===== src/rtl/router_pkg.sv =====
// Shared types and defaults for the router serial receive port.
package router_pkg;

  localparam int ROUTER_ADDR_W     = 4;
  localparam int ROUTER_DATA_W     = 8;
  localparam int ROUTER_PAD_CYCLES = 5;

  typedef enum logic [2:0] {
    IDLE = 3'd0,
    ADDR = 3'd1,
    PAD  = 3'd2,
    DATA = 3'd3,
    DROP = 3'd4
  } rx_state_e;

  // Saturating increment for the 16-bit event counters
  function automatic logic [15:0] sat_inc16(input logic [15:0] v);
    return (v == 16'hFFFF) ? v : v + 16'd1;
  endfunction

endpackage


===== src/rtl/router_out_reg.sv =====
// One-deep valid/ready holding register for deserialised words.
// A push while the held word is stalled is dropped and flagged as overflow;
// a push in the same cycle as an accept simply reloads the register.
module router_out_reg import router_pkg::*; #(
  parameter int DATA_W = ROUTER_DATA_W
) (
  input  logic              clock,
  input  logic              reset,
  input  logic              push_i,
  input  logic [DATA_W-1:0] push_data_i,
  input  logic              push_last_i,
  input  logic              ready_i,
  output logic              blocked_o,
  output logic              valid_o,
  output logic [DATA_W-1:0] data_o,
  output logic              last_o,
  output logic              ovf_o
);

  logic              valid_d, valid_q;
  logic [DATA_W-1:0] data_d, data_q;
  logic              last_d, last_q;
  logic              ovf_d, ovf_q;

  // Held word that is not being accepted this cycle
  assign blocked_o = valid_q && !ready_i;

  // Drain on accept, reload on push unless the held word is stuck
  always_comb begin
    valid_d = valid_q;
    data_d  = data_q;
    last_d  = last_q;
    ovf_d   = 1'b0;
    if (valid_q && ready_i) valid_d = 1'b0;
    if (push_i) begin
      if (blocked_o) begin
        ovf_d = 1'b1;
      end else begin
        valid_d = 1'b1;
        data_d  = push_data_i;
        last_d  = push_last_i;
      end
    end
  end

  // Holding register and overflow pulse
  always_ff @(posedge clock) begin
    if (reset) begin
      valid_q <= 1'b0;
      data_q  <= '0;
      last_q  <= 1'b0;
      ovf_q   <= 1'b0;
    end else begin
      valid_q <= valid_d;
      data_q  <= data_d;
      last_q  <= last_d;
      ovf_q   <= ovf_d;
    end
  end

  assign valid_o = valid_q;
  assign data_o  = data_q;
  assign last_o  = last_q;
  assign ovf_o   = ovf_q;

endmodule


===== src/rtl/router_port_rx.sv =====
// Per-port serial packet receiver: frame detect, LSB-first destination
// address, fixed pad field, then payload deserialised into DATA_W words.
// Optional statistics counters are built when ROUTER_PORT_RX_STATS_EN is
// defined; the default build has no counter ports.
module router_port_rx import router_pkg::*; #(
  parameter int ADDR_W     = ROUTER_ADDR_W,
  parameter int DATA_W     = ROUTER_DATA_W,
  parameter int PAD_CYCLES = ROUTER_PAD_CYCLES
) (
  input  logic              clock,
  input  logic              reset,
  input  logic              din_i,
  input  logic              frame_n_i,
  input  logic              valid_n_i,
  output logic              pkt_start_o,
  output logic [ADDR_W-1:0] dst_addr_o,
  output logic [DATA_W-1:0] out_data_o,
  output logic              out_valid_o,
  input  logic              out_ready_i,
  output logic              out_last_o,
  output logic              err_frag_o,
  output logic              err_ovf_o,
  output logic              busy_o
`ifdef ROUTER_PORT_RX_STATS_EN
  ,
  output logic [15:0]       pkt_cnt_o,
  output logic [15:0]       frag_cnt_o,
  output logic [15:0]       ovf_cnt_o
`endif
);

  localparam int AC_W = (ADDR_W > 1)     ? $clog2(ADDR_W)     : 1;
  localparam int DC_W = (DATA_W > 1)     ? $clog2(DATA_W)     : 1;
  localparam int PC_W = (PAD_CYCLES > 1) ? $clog2(PAD_CYCLES) : 1;

  localparam logic [AC_W-1:0] ADDR_LAST = AC_W'(ADDR_W - 1);
  localparam logic [DC_W-1:0] DATA_LAST = DC_W'(DATA_W - 1);
  localparam logic [PC_W-1:0] PAD_LAST  = PC_W'(PAD_CYCLES - 1);

  rx_state_e         state_d, state_q;
  logic              frame_q;
  logic [AC_W-1:0]   addr_cnt_d, addr_cnt_q;
  logic [PC_W-1:0]   pad_cnt_d, pad_cnt_q;
  logic [DC_W-1:0]   bit_cnt_d, bit_cnt_q;
  logic [ADDR_W-1:0] addr_sh_d, addr_sh_q;
  logic [ADDR_W-1:0] dst_addr_d, dst_addr_q;
  logic [DATA_W-1:0] word_d, word_q;
  logic              pkt_start_d, pkt_start_q;
  logic              err_frag_d, err_frag_q;
  logic              addr_done;
  logic              push;
  logic              out_blocked;

  // Receive FSM next-state: address/pad/data sequencing and framing checks
  always_comb begin
    state_d     = state_q;
    addr_cnt_d  = addr_cnt_q;
    pad_cnt_d   = pad_cnt_q;
    bit_cnt_d   = bit_cnt_q;
    addr_sh_d   = addr_sh_q;
    dst_addr_d  = dst_addr_q;
    word_d      = word_q;
    pkt_start_d = 1'b0;
    err_frag_d  = 1'b0;
    addr_done   = 1'b0;
    push        = 1'b0;

    case (state_q)
      IDLE: begin
        // Start only on a seen falling edge, so a frame already low out of
        // reset is ignored until it has gone high once.
        if (!frame_n_i && frame_q) begin
          addr_sh_d    = '0;
          addr_sh_d[0] = din_i;
          addr_cnt_d   = AC_W'(1);
          if (ADDR_W == 1) addr_done = 1'b1;
          else             state_d   = ADDR;
        end
      end
      ADDR: begin
        if (frame_n_i) begin
          err_frag_d = 1'b1;
          state_d    = IDLE;
        end else begin
          addr_sh_d[addr_cnt_q] = din_i;
          addr_cnt_d            = addr_cnt_q + 1'b1;
          if (addr_cnt_q == ADDR_LAST) addr_done = 1'b1;
        end
      end
      PAD: begin
        if (frame_n_i) begin
          err_frag_d = 1'b1;
          state_d    = IDLE;
        end else if (!valid_n_i) begin
          err_frag_d = 1'b1;
          state_d    = DROP;
        end else if (pad_cnt_q == PAD_LAST) begin
          state_d   = DATA;
          bit_cnt_d = '0;
        end else begin
          pad_cnt_d = pad_cnt_q + 1'b1;
        end
      end
      DATA: begin
        if (!valid_n_i) begin
          word_d[bit_cnt_q] = din_i;
          if (bit_cnt_q == DATA_LAST) begin
            push      = 1'b1;
            bit_cnt_d = '0;
            // Overflow drops the rest of the frame; if the frame ends on
            // this very bit there is nothing left to drop.
            if (frame_n_i)        state_d = IDLE;
            else if (out_blocked) state_d = DROP;
          end else begin
            bit_cnt_d = bit_cnt_q + 1'b1;
            if (frame_n_i) begin
              err_frag_d = 1'b1;
              state_d    = IDLE;
            end
          end
        end else if (frame_n_i) begin
          err_frag_d = 1'b1;
          state_d    = IDLE;
        end
      end
      DROP: begin
        if (frame_n_i) state_d = IDLE;
      end
      default: state_d = IDLE;
    endcase

    // Address complete: publish it and enter the pad field
    if (addr_done) begin
      dst_addr_d  = addr_sh_d;
      pkt_start_d = 1'b1;
      if (PAD_CYCLES == 0) begin
        state_d   = DATA;
        bit_cnt_d = '0;
      end else begin
        state_d   = PAD;
        pad_cnt_d = '0;
      end
    end
  end

  // Receive FSM state, counters and registered pulses
  always_ff @(posedge clock) begin
    if (reset) begin
      state_q     <= IDLE;
      frame_q     <= 1'b0;
      addr_cnt_q  <= '0;
      pad_cnt_q   <= '0;
      bit_cnt_q   <= '0;
      addr_sh_q   <= '0;
      dst_addr_q  <= '0;
      word_q      <= '0;
      pkt_start_q <= 1'b0;
      err_frag_q  <= 1'b0;
    end else begin
      state_q     <= state_d;
      frame_q     <= frame_n_i;
      addr_cnt_q  <= addr_cnt_d;
      pad_cnt_q   <= pad_cnt_d;
      bit_cnt_q   <= bit_cnt_d;
      addr_sh_q   <= addr_sh_d;
      dst_addr_q  <= dst_addr_d;
      word_q      <= word_d;
      pkt_start_q <= pkt_start_d;
      err_frag_q  <= err_frag_d;
    end
  end

  router_out_reg #(.DATA_W(DATA_W)) u_out_reg (
    .clock       (clock),
    .reset       (reset),
    .push_i      (push),
    .push_data_i (word_d),
    .push_last_i (frame_n_i),
    .ready_i     (out_ready_i),
    .blocked_o   (out_blocked),
    .valid_o     (out_valid_o),
    .data_o      (out_data_o),
    .last_o      (out_last_o),
    .ovf_o       (err_ovf_o)
  );

  assign pkt_start_o = pkt_start_q;
  assign dst_addr_o  = dst_addr_q;
  assign err_frag_o  = err_frag_q;
  assign busy_o      = (state_q != IDLE);

`ifdef ROUTER_PORT_RX_STATS_EN
  logic        pkt_done, ovf_evt;
  logic [15:0] pkt_cnt_d, pkt_cnt_q;
  logic [15:0] frag_cnt_d, frag_cnt_q;
  logic [15:0] ovf_cnt_d, ovf_cnt_q;

  assign pkt_done = push && frame_n_i && !out_blocked;
  assign ovf_evt  = push && out_blocked;

  // Saturating event counters
  always_comb begin
    pkt_cnt_d  = pkt_done   ? sat_inc16(pkt_cnt_q)  : pkt_cnt_q;
    frag_cnt_d = err_frag_d ? sat_inc16(frag_cnt_q) : frag_cnt_q;
    ovf_cnt_d  = ovf_evt    ? sat_inc16(ovf_cnt_q)  : ovf_cnt_q;
  end

  // Counter registers
  always_ff @(posedge clock) begin
    if (reset) begin
      pkt_cnt_q  <= '0;
      frag_cnt_q <= '0;
      ovf_cnt_q  <= '0;
    end else begin
      pkt_cnt_q  <= pkt_cnt_d;
      frag_cnt_q <= frag_cnt_d;
      ovf_cnt_q  <= ovf_cnt_d;
    end
  end

  assign pkt_cnt_o  = pkt_cnt_q;
  assign frag_cnt_o = frag_cnt_q;
  assign ovf_cnt_o  = ovf_cnt_q;
`endif

endmodule


===== config.mk =====
export PLATFORM = sky130hd
export DESIGN_NAME = router_port_rx
export DESIGN_NICKNAME = d
export VERILOG_FILES = /design/src/rtl/router_pkg.sv /design/src/rtl/router_out_reg.sv /design/src/rtl/router_port_rx.sv
export SDC_FILE = /design/constraint.sdc
export NUM_CORES = 1
export LEC_CHECK = 0
export ABC_AREA = 1
export CORE_MARGIN = 2
export CORE_UTILIZATION = 49
export DETAILED_ROUTE_END_ITERATION = 12
export GPL_TIMING_DRIVEN = 0
export PLACE_DENSITY = 0.84
export SETUP_SLACK_MARGIN = 0.3
export SLEW_MARGIN = 5
export SYNTH_ARGS = -nofsm -noshare
export SYNTH_HDL_FRONTEND = slang
export SYNTH_SLANG_ARGS = --single-unit

===== constraint.sdc =====
create_clock -name clock -period 1.3 [get_ports clock]
set_input_delay 0.26 -clock clock [delete_from_list [all_inputs] [get_ports clock]]
set_output_delay 0.26 -clock clock [all_outputs]
set_load 0.02 [all_outputs]

After elaboration in Yosys (flattened, before gate mapping)
Cells that the tools add are included.
{"block": "totals", "in_bits": 6, "n_memories": 0, "reg_bits": 41, "output_inout_bits": 18, "mem_bits_ro": 0, "latch_bits": 0, "ramBits": 0, "word_cells": 112}
{"block": "op_classes", "n_mux": 48, "mul": 0, "n_eq_ne": 18, "bitwise_logic": 4, "n_lt_le_gt_ge": 4, "shifts": 0, "addsub": 3, "n_reduce_logical": 20, "div": 0}
{"operator": "3-bit two-way mux", "count": 14}
{"operator": "1-bit two-way mux", "count": 18}
{"operator": "8-bit two-way mux", "count": 2}
{"operator": "2-bit != test (second input constant)", "count": 6}
{"operator": "3-bit one-hot mux with 4 select lines", "count": 1}
{"operator": "5-bit != test (second input constant)", "count": 2}
{"operator": "3-bit == test (second input constant)", "count": 3}
{"operator": "3-bit AND reduction", "count": 3}
{"operator": "8-bit bitwise mux", "count": 1}
{"operator": "4-bit two-way mux", "count": 2}
{"operator": "4-bit one-hot mux with 2 select lines", "count": 1}
{"operator": "3-bit by 1-bit adder with 3-bit output (second input constant)", "count": 2}
{"operator": "3-bit by 2-bit == test with 1-bit output (second input constant)", "count": 2}
{"operator": "2-bit two-way mux", "count": 3}
{"operator": "6-bit != test (second input constant)", "count": 1}
{"operator": "3-bit one-hot mux with 2 select lines", "count": 1}
{"operator": "2-bit OR reduction", "count": 3}
{"operator": "1-bit logical AND", "count": 5}
{"operator": "5-bit AND reduction", "count": 1}
{"operator": "4-bit bitwise mux", "count": 1}
{"operator": "3-bit by 4-bit < comparator with 1-bit output (second input constant)", "count": 1}
{"operator": "4-bit != test (second input constant)", "count": 1}
{"operator": "1-bit inverter", "count": 4}
{"operator": "2-bit one-hot mux with 2 select lines", "count": 1}
{"operator": "16 further kinds", "count": 18}

Logic depth before layout (Yosys ltp)
{"block": "depth", "depth_word": 8, "depth_mapped": 9, "depth_no_buf": 9}

By module
A second synthesis with hierarchy kept.
{"block": "hier_totals", "hier_cells": 293, "hier_area_um2": 2024.4}
{"mod": "router_port_rx", "cells_per_inst": 226, "area_each_um2": 1526.5, "n_inst": 1, "seq_area_each_um2": 580.6}
{"mod": "router_out_reg", "cells_per_inst": 67, "area_each_um2": 498.0, "n_inst": 1, "seq_area_each_um2": 220.2}

Worst setup path after synthesis
No wires, ideal clock.
{"block": "synth_path", "path_type": "reg2reg", "from": "register bit_cnt_q[1]", "to": "register u_out_reg.data_q[7], in the netlist u_out_reg.data_o[7]", "arrival_ps": 1299, "path_slack_ps": -65, "setup_ps": 66, "path_buffers": 1, "stages_incl_launch_ff": 8, "required_time_ps": 1234, "period_less_slack_ps": 1365, "path_cell_list": "dfxtp_1 > ha_1 > ha_1 > nand2_1 > nor2_4 > buf_6 > o21ai_2 > a21oi_2"}
{"block": "synth_between", "elab_chain_cells": 7, "elab_cells_between_ends": 13, "classes_between": "order compare: 2; eq/ne: 1; mux: 8; reduce/logical: 2"}
{"element": "start: declaration", "line_no": "router_port_rx.sv:44", "text": "logic [DC_W-1:0] bit_cnt_d, bit_cnt_q;"}
{"element": "start signal: assignment", "line_no": "router_port_rx.sv:164", "text": "bit_cnt_q <= bit_cnt_d;"}
{"element": "3-bit by 4-bit < comparator with 1-bit output (not written as such) or 3-bit by 1-bit >= comparator with 1-bit output (tied branches)", "line_no": "router_port_rx.sv:106", "text": "word_d[bit_cnt_q] = din_i;"}
{"element": "1-bit logical AND (not written as such)", "line_no": "router_port_rx.sv:106"}
{"element": "1-bit two-way mux (not written as such)", "line_no": "router_port_rx.sv:106"}
{"element": "1-bit demux with 3-bit select", "line_no": "router_port_rx.sv:106"}
{"element": "8-bit bitwise mux", "line_no": "router_port_rx.sv:106"}
{"element": "8-bit two-way mux", "line_no": "router_port_rx.sv:105", "text": "if (!valid_n_i) begin"}
{"element": "8-bit two-way mux", "line_no": "router_port_rx.sv:68", "text": "case (state_q)"}
{"element": "end signal: assignment", "line_no": "router_out_reg.sv:55", "text": "data_q <= data_d;"}
{"element": "end: declaration", "line_no": "router_out_reg.sv:21", "text": "logic [DATA_W-1:0] data_d, data_q;"}
Several ways; a longest one is shown, not always the timed one.
A chain may end at the register's enable or synchronous reset.

Worst setup path after layout
{"block": "layout_path", "from": "register state_q[0]", "to": "register u_out_reg.data_q[5], in the netlist u_out_reg.data_o[5]"}
{"block": "layout_between", "elab_chain_cells": 3, "elab_cells_between_ends": 4, "classes_between": "eq/ne: 1; mux: 2; reduce/logical: 1"}
{"element": "start: declaration", "line_no": "router_port_rx.sv:40", "text": "rx_state_e state_d, state_q;"}
{"element": "start signal: assignment", "line_no": "router_port_rx.sv:160", "text": "state_q <= state_d;"}
{"element": "3-bit by 2-bit == test with 1-bit output *", "line_no": "router_port_rx.sv:68"}
{"element": "1-bit two-way mux", "line_no": "router_port_rx.sv:68"}
{"element": "2-bit AND reduction (no line)"}
Mark *: on every way between the ends. The rest lies on a longest branch, timed or not.

==> flow_summary.yaml <==
outcome:
  status: "finished, violations left"
  violations: "setup timing"
grt:
  grt_max_degree: 13
  grt_pass1_vias: 2052
  antenna_found_initial: 0
  gr-total-overflow: 0
  grt_usage: 0.2763
  grt_pass1_wl_mm: 9.294
sta:
  clock.fmax_mhz: 652.6
  tightest_slew_ns: 0.5170
  rsz0062_at_grt: "true"
  slew_viol_final: 0
  finalCritPeriodShare: 1.179
  skew_ns: 0.008859
  setup_viol: 33
  fin_ws_ns: -0.2324
  layout_min_cycle_time_ns: 1.532
  relSlewSlack: 0.6553
  whs_ns: 0.3909
  hold_viol: 0
setup_path:
  setup.worst_path.end_class: "flip-flop"
  crit_arrival_ns: 1.72
  worst_ep_required_time_ns: 1.49
  cp_max_fo: 8
  critPathLaunch: "state_q[0]"
  rr_startpoint: "state_q[0]"
  worstSetupPathType: "flip-flop to flip-flop"
  start_kind: "flip-flop"
place:
  placed_area_um2: 2349
  hpwl_mm: 3.223
  place.port_buffers: 22
  gp_congestion: 0.8949
floorplanning:
  die_area_um2: 4450
  start_util: 0.5185
  num_rows: 22
  core_area_um2: 3716
  dieWidth_um: 66.71
  num_io_pins: 24
  fp.dieH_um: 66.71
clock_tree:
  clk_latency_ns: 0.30
  clockBufferDepth: 2
  clk_pin_slew_worst_paths_ns: 0.08
  cts_root_buf: "clkbuf_8"
  cts_tree: "yes"
  htreeDepth: 2
  cts-buffers-inserted: 5
  numClockSinks: 40
job:
  cap_violations: 0
detailed_routing:
  dr.pass1.iters: 4
  post_drt_wl_per_cell_um: 20.32
  highest_layer: "met4"
  num_vias: 2389
  wl_met3_um: 671
  drc: 0
  wl_mm: 7.721
  met2_length_mm: 3.474
  ant_nets: 0
  wl_met1_mm: 2.911
  via_per_inst: 6.287
  drtIter0Drc: 316
synthesis:
  synth_cells: 263
  synth.cell_area_um2: 1927
  synth_cell_types: 29
  synth_seq_cells: 40
  synth_top_cells_by_area: "dfxtp_1, nand2_1, nor2_1, a21oi_1, ha_1"
  synth_top_area_frac: 0.4156
  yosysWarnings: 0
  syn_nets: 277
  syn_avg_cell_area_um2: 7.326
  seq_area_frac_synth: 0.4156
  yosys.area.top_type: "dfxtp_1"
worst_hold_path:
  min_from: "reset"
  holdCritPathClass: "input port to flip-flop"
layout:
  drive_above_1_share: 0.5452
  fillers: 184
  multi_input_area_um2: 1325
  layout_common_cells: "nand2_1, buf_6, nor2_1"
  final_nets: 345
  syn_to_final_growth_pct: 59.55
  layout_commonest_cell: "nand2_1"
  num_antenna_cells: 0
  ff_latch_area_um2: 847.1
  final_area_um2: 3074
pwr:
  ir_worst_vdd_uv: 682.5
  power.density_nw_per_um2: 763.2
  leakage_nw: 1.280
  power.total_mw: 2.346
==> metal layers <==
layer,up-vias,global-route usage
li1,1006,-
met1,1101,0.3288
met2,204,0.4663
met3,78,0.05574
met4,0,0.1454
met5,-,0
==> path summary, 6_finish.rpt <==
kind / end / slack, ns / cells past startpoint
worst min-delay path: u_out_reg.valid_o / 0.39 / 2
worst max register to register: u_out_reg.data_o[5] / -0.23 / 6
worst max-delay path: u_out_reg.data_o[5] / -0.23 / 6
worst min register to register: dst_addr_o[0] / 0.46 / 2
==> cell type report <==
class                   count  share of cell area
multi-input cells         189              0.4310
flip-flops and latches     40              0.2755
clock buffers               7             0.02808
plain buffers               7             0.01506
repair inverters            1            0.001221
clock inverters             1            0.002442
well taps                  48             0.01954
inverters                  28             0.04111
repair buffers             59              0.1860
==> flip-flops by register name, indices dropped and copies added, names as in the netlist, 2 cells and up <==
name              count
dst_addr_o            4
u_out_reg.data_o      8
bit_cnt_q             3
word_q                8
pad_cnt_q             3
addr_cnt_q            2
state_q               3
addr_sh_q             3
==> power breakdown <==
| group | switching [mW] | total (mW) | leakage (nW) | internal (mW) |
|---|---|---|---|---|
| logic | 0.155 | 0.227 | 0.898 | 0.0719 |
| registers | 0.0125 | 1.24 | 0.338 | 1.23 |
| clock network | 0.448 | 0.879 | 0.0445 | 0.432 |
==> critical path, stage by stage (launching register included) <==
cell     delay (ns)
dfxtp_4        0.41
nand2_4        0.08
nor3_4         0.36
nand3_1        0.13
nand2_1        0.11
nand2_1        0.09
a21oi_1        0.23
==> through the flow <==
step                TNS, ns  worst slack [ns]    util  std cells
detailed placement   -13.85           -0.4996  0.6320        333
global route         -3.869           -0.2374  0.8273        380
floorplan                 0            0.1009       -        263
global placement     -13.82           -0.5271  0.6320        333
finish               -2.795           -0.2324  0.8273        380
CTS                       0           0.01049  0.7492        367
==> synthesized netlist by cell type <==
library cell and number:
nand3_2 1, buf_2 2, inv_2 2, o21ai_1 5, a21oi_1 21, and2_1 2
nor3_1 2, buf_6 2, dfxtp_1 40, nand4_1 9, nand2_2 3, nand3b_1 1
o211a_1 1, nor2_1 33, inv_1 25, a21oi_2 1, o21ai_0 15, o21ai_2 1
nand2_1 56, nor3_4 1, nand4_2 1, ha_1 8, nor3_2 1, nor2_4 3
clkinv_1 1, o2111ai_1 1, nand3_1 19, nor2_2 3, clkbuf_1 3
==> logic make-up after synthesis <==
kind of cell / after synthesis / synth area share
AOI/OAI and AO/OA: 45 / 0.1253
adders and majority gates: 8 / 0.05195
buffers and inverters: 35 / 0.07727
DFF: 40 / 0.4156
and+or+nand+nor: 135 / 0.3299
==> repair_timing <==
action	in CTS	in global routing
pin swaps	33	26
setup buffers	23	13
endpoints found under the setup margin	58	57
hold buffers	0	0
cloned	3	0
resized for setup	166	51
(Power assumes the default switching activity.)
